`config.mk`:
```
export PLATFORM = sky130hd
export DESIGN_NAME = brm_save_sched
export DESIGN_NICKNAME = d
export VERILOG_FILES = /design/src/rtl/brm_sched_pkg.sv /design/src/rtl/brm_ms_timer.sv /design/src/rtl/brm_save_sched.sv
export SDC_FILE = /design/constraint.sdc
export NUM_CORES = 1
export LEC_CHECK = 0
export CORE_AREA = 2 2 101 103
export CTS_BUF_LIST = sky130_fd_sc_hd__clkbuf_4
export CTS_CLUSTER_SIZE = 8
export DETAILED_ROUTE_END_ITERATION = 8
export DIE_AREA = 0 0 103 105
export SLEW_MARGIN = 20
export SYNTH_ARGS = -nofsm -noshare
export SYNTH_HDL_FRONTEND = slang
export SYNTH_SLANG_ARGS = --single-unit
export TNS_END_PERCENT = 10
```
`constraint.sdc`:
```
create_clock -name clk -period 4.2 [get_ports clk]
set_input_delay 0.84 -clock clk [delete_from_list [all_inputs] [get_ports clk]]
set_output_delay 0.84 -clock clk [all_outputs]
set_load 0.05 [all_outputs]
```
`src/rtl/brm_sched_pkg.sv`:
```
// Shared types and constants for the backup-RAM save scheduler.
// Status byte layout: {err, 0, state[1:0], dirty[1:0], mask[1:0]}.
package brm_sched_pkg;

  typedef enum logic [1:0] {
    IDLE   = 2'd0,
    ARMED  = 2'd1,
    REQ    = 2'd2,
    SAVING = 2'd3
  } brm_state_e;

  localparam int REG_EXP = 0;
  localparam int REG_HUC = 1;

  localparam int ST_MASK  = 0;
  localparam int ST_DIRTY = 2;
  localparam int ST_STATE = 4;
  localparam int ST_ERR   = 7;

  function automatic logic [7:0] mk_status(
    input logic       e,
    input logic [1:0] st,
    input logic [1:0] d,
    input logic [1:0] m
  );
    logic [7:0] s;
    s = '0;
    s[ST_ERR] = e;
    s[ST_STATE +: 2] = st;
    s[ST_DIRTY +: 2] = d;
    s[ST_MASK +: 2] = m;
    return s;
  endfunction

endpackage

```
`src/rtl/brm_ms_timer.sv`:
```
// Saturating millisecond down-counter.
// o_zero flags that the count will be zero after this clock.
module brm_ms_timer #(
  parameter int CNT_W = 16
) (
  input  logic             clk,
  input  logic             rst_n,
  input  logic             i_load,
  input  logic [CNT_W-1:0] i_val,
  input  logic             i_tick,
  input  logic             i_en,
  output logic             o_zero
);

  logic [CNT_W-1:0] r_cnt;
  logic [CNT_W-1:0] w_nxt;

  always_comb begin
    w_nxt = r_cnt;
    if (i_load)
      w_nxt = i_val;
    else if (i_en && i_tick && (r_cnt != '0))
      w_nxt = r_cnt - {{(CNT_W-1){1'b0}}, 1'b1};
  end

  always_ff @(posedge clk or negedge rst_n) begin
    if (!rst_n)
      r_cnt <= '0;
    else
      r_cnt <= w_nxt;
  end

  assign o_zero = (w_nxt == '0);

endmodule

```
`src/rtl/brm_save_sched.sv`:
```
// Backup-RAM persistence scheduler: dirty tracking, quiet/defer
// timing and the request/ack/done handshake with the MCU loader.
module brm_save_sched
  import brm_sched_pkg::*;
#(
  parameter int QUIET_MS     = 500,
  parameter int MAX_DEFER_MS = 5000,
  parameter int TIMEOUT_MS   = 2000,
  parameter int CNT_W        = 16
) (
  input  logic       clk,
  input  logic       rst_n,
  input  logic       brm_on,
  input  logic       tick_ms,
  input  logic       wr_exp,
  input  logic       wr_huc,
  input  logic       force_save,
  input  logic       save_ack,
  input  logic       save_done,
  output logic       save_req,
  output logic [1:0] save_mask,
  output logic       busy,
  output logic [7:0] status
);

  brm_state_e r_state;
  logic [1:0] r_dirty;
  logic [1:0] r_mask;
  logic       r_req;
  logic       r_busy;
  logic       r_err;

  logic [1:0] w_wr;
  logic [1:0] w_dset;
  logic       w_any_wr;
  logic       w_q_zero;
  logic       w_d_zero;
  logic       w_t_zero;
  logic       w_tmo;
  logic       w_go;
  logic       w_q_ld;
  logic       w_d_ld;
  logic       w_t_ld;

  always_comb begin
    w_wr = '0;
    w_wr[REG_EXP] = wr_exp;
    w_wr[REG_HUC] = wr_huc;
  end

  assign w_dset   = r_dirty | w_wr;
  assign w_any_wr = |w_wr;
  assign w_tmo    = (r_state == SAVING) & w_t_zero & ~save_done;
  assign w_go     = (r_state == ARMED)
                  & (w_q_zero | w_d_zero | force_save);

  // Defer only arms on the clean-to-dirty edge; later writes leave it alone.
  assign w_q_ld = ~brm_on | w_any_wr | w_tmo;
  assign w_d_ld = ~brm_on | (~|r_dirty & (w_any_wr | w_tmo));
  assign w_t_ld = ~brm_on | ((r_state == REQ) & save_ack);

  brm_ms_timer #(.CNT_W(CNT_W)) u_quiet (
    .clk    (clk),
    .rst_n  (rst_n),
    .i_load (w_q_ld),
    .i_val  (brm_on ? CNT_W'(QUIET_MS) : '0),
    .i_tick (tick_ms),
    .i_en   (|r_dirty),
    .o_zero (w_q_zero)
  );

  brm_ms_timer #(.CNT_W(CNT_W)) u_defer (
    .clk    (clk),
    .rst_n  (rst_n),
    .i_load (w_d_ld),
    .i_val  (brm_on ? CNT_W'(MAX_DEFER_MS) : '0),
    .i_tick (tick_ms),
    .i_en   (1'b1),
    .o_zero (w_d_zero)
  );

  brm_ms_timer #(.CNT_W(CNT_W)) u_tmo (
    .clk    (clk),
    .rst_n  (rst_n),
    .i_load (w_t_ld),
    .i_val  (brm_on ? CNT_W'(TIMEOUT_MS) : '0),
    .i_tick (tick_ms),
    .i_en   (r_state == SAVING),
    .o_zero (w_t_zero)
  );

  always_ff @(posedge clk or negedge rst_n) begin
    if (!rst_n) begin
      r_state <= IDLE;
      r_dirty <= '0;
      r_mask  <= '0;
      r_req   <= 1'b0;
      r_busy  <= 1'b0;
      r_err   <= 1'b0;
    end else if (!brm_on) begin
      r_state <= IDLE;
      r_dirty <= '0;
      r_mask  <= '0;
      r_req   <= 1'b0;
      r_busy  <= 1'b0;
      r_err   <= 1'b0;
    end else begin
      r_dirty <= w_dset;
      case (r_state)
        IDLE: begin
          if (w_any_wr)
            r_state <= ARMED;
        end
        ARMED: begin
          if (w_go) begin
            r_state <= REQ;
            r_mask  <= w_dset;
            r_dirty <= '0;
            r_req   <= 1'b1;
            r_busy  <= 1'b1;
          end
        end
        REQ: begin
          if (save_ack) begin
            r_state <= SAVING;
            r_req   <= 1'b0;
          end
        end
        SAVING: begin
          if (save_done) begin
            r_state <= (|w_dset) ? ARMED : IDLE;
            r_mask  <= '0;
            r_busy  <= 1'b0;
            r_err   <= 1'b0;
          end else if (w_tmo) begin
            r_state <= ARMED;
            r_dirty <= w_dset | r_mask;
            r_mask  <= '0;
            r_busy  <= 1'b0;
            r_err   <= 1'b1;
          end
        end
        default: r_state <= IDLE;
      endcase
    end
  end

  assign save_req  = r_req;
  assign save_mask = r_mask;
  assign busy      = r_busy;
  assign status    = mk_status(r_err, r_state, r_dirty, r_mask);

endmodule
```
==> implementation parameters <==
Parameter                              Value

Clock network
  Root Buffer Master    sky130_fd_sc_hd__clkbuf_4
  Max Buffers Root-to-Sink    2
  Post-cts gate resize count    0
  CTS tree    yes
  Clock buffers created by TritonCTS    9
  Number of hold-repair buffers added at the cts stage    0
  Clk_lat worst skew    420 ps
  Maximum level of the CTS H-tree    3
  Number of buffers inserted by post-CTS setup repair    0
  Clock Pin Slew Worst Setup and Hold Paths    110 ps
  Sinks on Clock Net    57

Power and ir drop
  Power density of the placed cells    454 nW/um^2
  Leak pwr    1.67 nW
  Worst IR drop on VDD    191 uV

Synth
  Flip-flop and latch count after synthesis    57
  Synth unique cells    70
  Post-synth top area share    37.8%
  Total of warnings raised by yosys    0
  Count of mapped cells out of synthesis    428
  Synthesized area per cell    8.81 sq um
  Nets in the synthesized netlist    447
  Synth Cell Area    3770 sq um
  Leading post-synthesis cells by cell area    sky130_fd_sc_hd__dfrtp_1, sky130_fd_sc_hd__nor2_1, sky130_fd_sc_hd__xnor2_1
  Number of enable flip-flop cells after synthesis    0
  Leading area contributor after synthesis    sky130_fd_sc_hd__dfrtp_1
  Share of synthesized area occupied by flip-flops and latches    37.8%
  Main synth FF type    sky130_fd_sc_hd__dfrtp_1
  Asr flop ratio synth    100%

Timing
  Post-layout worst setup margin    336 ps
  Total negative slack    0 ps
  Minimum clock period    3860 ps
  Actual slew at the worst max-slew pin    716 ps
  Final setup violation count    0
  Pins over their slew limit    0
  Worst setup skew after layout    14.5 ps
  Share of the cycle needed by the critical path after routing    92.0%
  Hold violation count in the final report    0
  Normalized max-slew margin    51.6%
  RSZ-0062 raised after global routing    no
  Maximum clock frequency    259 MHz

Place
  Port-buffer cells    19
  Detailed Place HPWL    6620 microns
  Worst slack, placed    67.6 ps
  Placer's final routability congestion estimate    0.879

Final layout
  Sequential cell area    1430 sq um
  Number of fillers in the final layout    979
  Layout area overhead    13.4%
  Diode insertion count for antenna repair    0
  Multi-input logic area    2190 sq um
  Total Nets Final    477
  Share of layout cells above drive strength 1    10.8%

Critical path
  Req. time, crit path    4520 ps
  Capturing element type of the critical path    register
  Highest cell delay on the worst timing path    580 ps
  Cell breakdown of the critical path    inv_1, ha_1, or3b_1, nor4_1, mux2i_1, a21oi_1, or4_1, nor3_4, nor2_2, nor4_4, buf_4, nor3_1, o221a_1
  Library cell contributing the largest single delay on the critical path    sky130_fd_sc_hd__or4_1
  Critical path arrival    4180 ps
  Worst Path Class, Setup    register to register
  Launching element type of the critical path    register
  Register-to-register setup slack    340 ps
  Worst-path fanout max    9

Global routing
  Antenna violations before repair    0
  Largest net degree at the start of global routing    35
  Global router's overall resource usage    18.4%
  First-pass GRT wire length    16000 microns
  Sum of overflow across all layers after global routing    0
  Vias in the first global route    3294

Floorplan
  Number of I/O pins    21
  Core area    9640 sq um
  Die extent in y    105 microns
  Count of standard-cell rows    36
  Area of the die    10800 sq um
  Die X-Extent    103 microns
  Initial cell density of the core    39.1%

Routing
  Residual DRC count    0
  Via total after detailed routing    3377
  Number of iterations in the first detailed-routing pass    4
  Number of nets with antenna violations after routing    0
  Detail-routed via count per cell    5.69
  Detailed Route WL    9320 microns
  Initial detailed-routing violation count    173
  WL/cell    15.7 microns

Hold path
  Class of the tightest hold or removal check    primary input to async pin

Run status
  Run status    finished, final reports clean

Job
  Max-cap violation count    0
-- registers in the layout, indices dropped and copies added, names as in the netlist --
| register | cells |
|---|---|
| r_dirty | 2 |
| u_defer.r_cnt | 16 |
| busy | 1 |
| r_state | 2 |
| u_quiet.r_cnt | 16 |
| save_req | 1 |
| r_err | 1 |
| u_tmo.r_cnt | 16 |
| save_mask | 2 |
-- final cells by class --
type,instances,share of cell area [%]
Sequential cell,57,33.4
Multi-Input combinational cell,337,51.3
Clock inverter,5,1.14
Timing Repair Buffer,35,7.14
Tap cell,133,3.89
Inverter,18,1.58
Clock buffer,9,1.58
-- cells by family (layout without fill, tap and decap cells) --
family	count (synthesis)	count (layout)	share of synthesized area, %
buffers and inverters	34	67	4.02
adder cells (fa/ha/maj)	10	10	3.32
XOR/XNOR	33	33	7.67
AND/OR/NAND/NOR	195	195	28.8
flip-flops	57	57	37.8
other	1	1	0.0995
AO/OA/AOI/OAI	94	94	17.2
multiplexers	4	4	1.06
-- power breakdown --
part | total, W | internal [W] | leakage, nW | switching, W
logic | 0.000840 | 0.000333 | 0.836 | 0.000507
registers | 0.000715 | 0.000618 | 0.761 | 0.0000969
clock network | 0.000384 | 0.000170 | 0.0688 | 0.000214
total | 0.00194 | 0.00112 | 1.67 | 0.000817
-- critical path, delay by kind of cell, from the launching register on --
kind                     cells  cell delay, ps
flip-flops                   1             450
buffers and inverters        2             340
AO/OA/AOI/OAI                2             330
AND/OR/NAND/NOR              7            2170
multiplexers                 1             250
adder cells (fa/ha/maj)      1             220
-- final timing paths --
| path | from | to | cells past startpoint |
|---|---|---|---|
| max reg2reg | u_tmo.r_cnt[0] | save_req | 13 |
| min in group clk | busy | busy | 2 |
| max in group asynchronous | rst_n | u_defer.r_cnt[2] | 2 |
| min | rst_n | r_state[0] | 1 |
| min reg2reg | busy | busy | 2 |
| max | u_tmo.r_cnt[0] | save_req | 13 |
-- cell usage after synthesis (all sizes together), types with 3 or more instances --
master	instances
nor4	17
a31oi	5
mux2i	4
o21a	3
nand2	32
a211oi	7
inv	18
nor4b	3
o41ai	3
nand2b	7
or4	12
a21oi	29
or2	7
nor3	17
o21ai	14
nand3b	3
and2	3
buf	6
a41oi	3
ha	10
or3	14
xor2	14
dfrtp	57
nand3	7
nand4	7
nor2	54
o22ai	4
clkbuf	10
xnor2	19
-- cells in the final DEF, fill, tap and decap left out, types with 3 or more instances in the layout --
cell and instances:
sky130_fd_sc_hd__dfrtp_1 57, sky130_fd_sc_hd__and2_1 3, sky130_fd_sc_hd__o21ai_0 13, sky130_fd_sc_hd__xnor2_1 19, sky130_fd_sc_hd__clkbuf_4 9, sky130_fd_sc_hd__nor4b_1 3
sky130_fd_sc_hd__o22ai_1 4, sky130_fd_sc_hd__a41oi_1 3, sky130_fd_sc_hd__or4_1 11, sky130_fd_sc_hd__nand4_1 7, sky130_fd_sc_hd__nand3_1 7, sky130_fd_sc_hd__a211oi_1 6
sky130_fd_sc_hd__nand2_1 32, sky130_fd_sc_hd__o41ai_1 3, sky130_fd_sc_hd__clkdlybuf4s50_1 18, sky130_fd_sc_hd__mux2i_1 4, sky130_fd_sc_hd__xor2_1 14, sky130_fd_sc_hd__or2_2 6
sky130_fd_sc_hd__ha_1 10, sky130_fd_sc_hd__o21a_1 3, sky130_fd_sc_hd__nand3b_1 3, sky130_fd_sc_hd__nor2_1 53, sky130_fd_sc_hd__clkinv_2 3, sky130_fd_sc_hd__or3_1 13
sky130_fd_sc_hd__buf_4 16, sky130_fd_sc_hd__inv_1 18, sky130_fd_sc_hd__nand2b_1 7, sky130_fd_sc_hd__a21oi_1 29, sky130_fd_sc_hd__nor3_1 15, sky130_fd_sc_hd__nor4_1 14
sky130_fd_sc_hd__a31oi_1 5
-- per-layer routing --
layer,up-vias,GRT usage [%],part of all wire (%)
met5,-,0,0
met1,1661,26.8,50
met2,65,27.2,46
met4,0,7.05,1.5
li1,1641,-,-
met3,10,2.68,3.3
-- per-stage QoR --
| stage | power [W] | util, % | cells | area [sq um] | hold slack (ps) |
|---|---|---|---|---|---|
| floorplan | 0.00133 | - | 428 | 3770 | 525 |
| global placement | 0.00155 | 43.1 | 580 | 4160 | 546 |
| detailed placement | 0.00156 | 43.1 | 580 | 4160 | 543 |
| CTS | 0.00195 | 44.3 | 594 | 4270 | 414 |
| global route | 0.00208 | 44.3 | 594 | 4270 | 443 |
| finish | 0.00194 | 44.3 | 594 | 4270 | 400 |
Note: power is estimated with default switching activity, not from simulation.
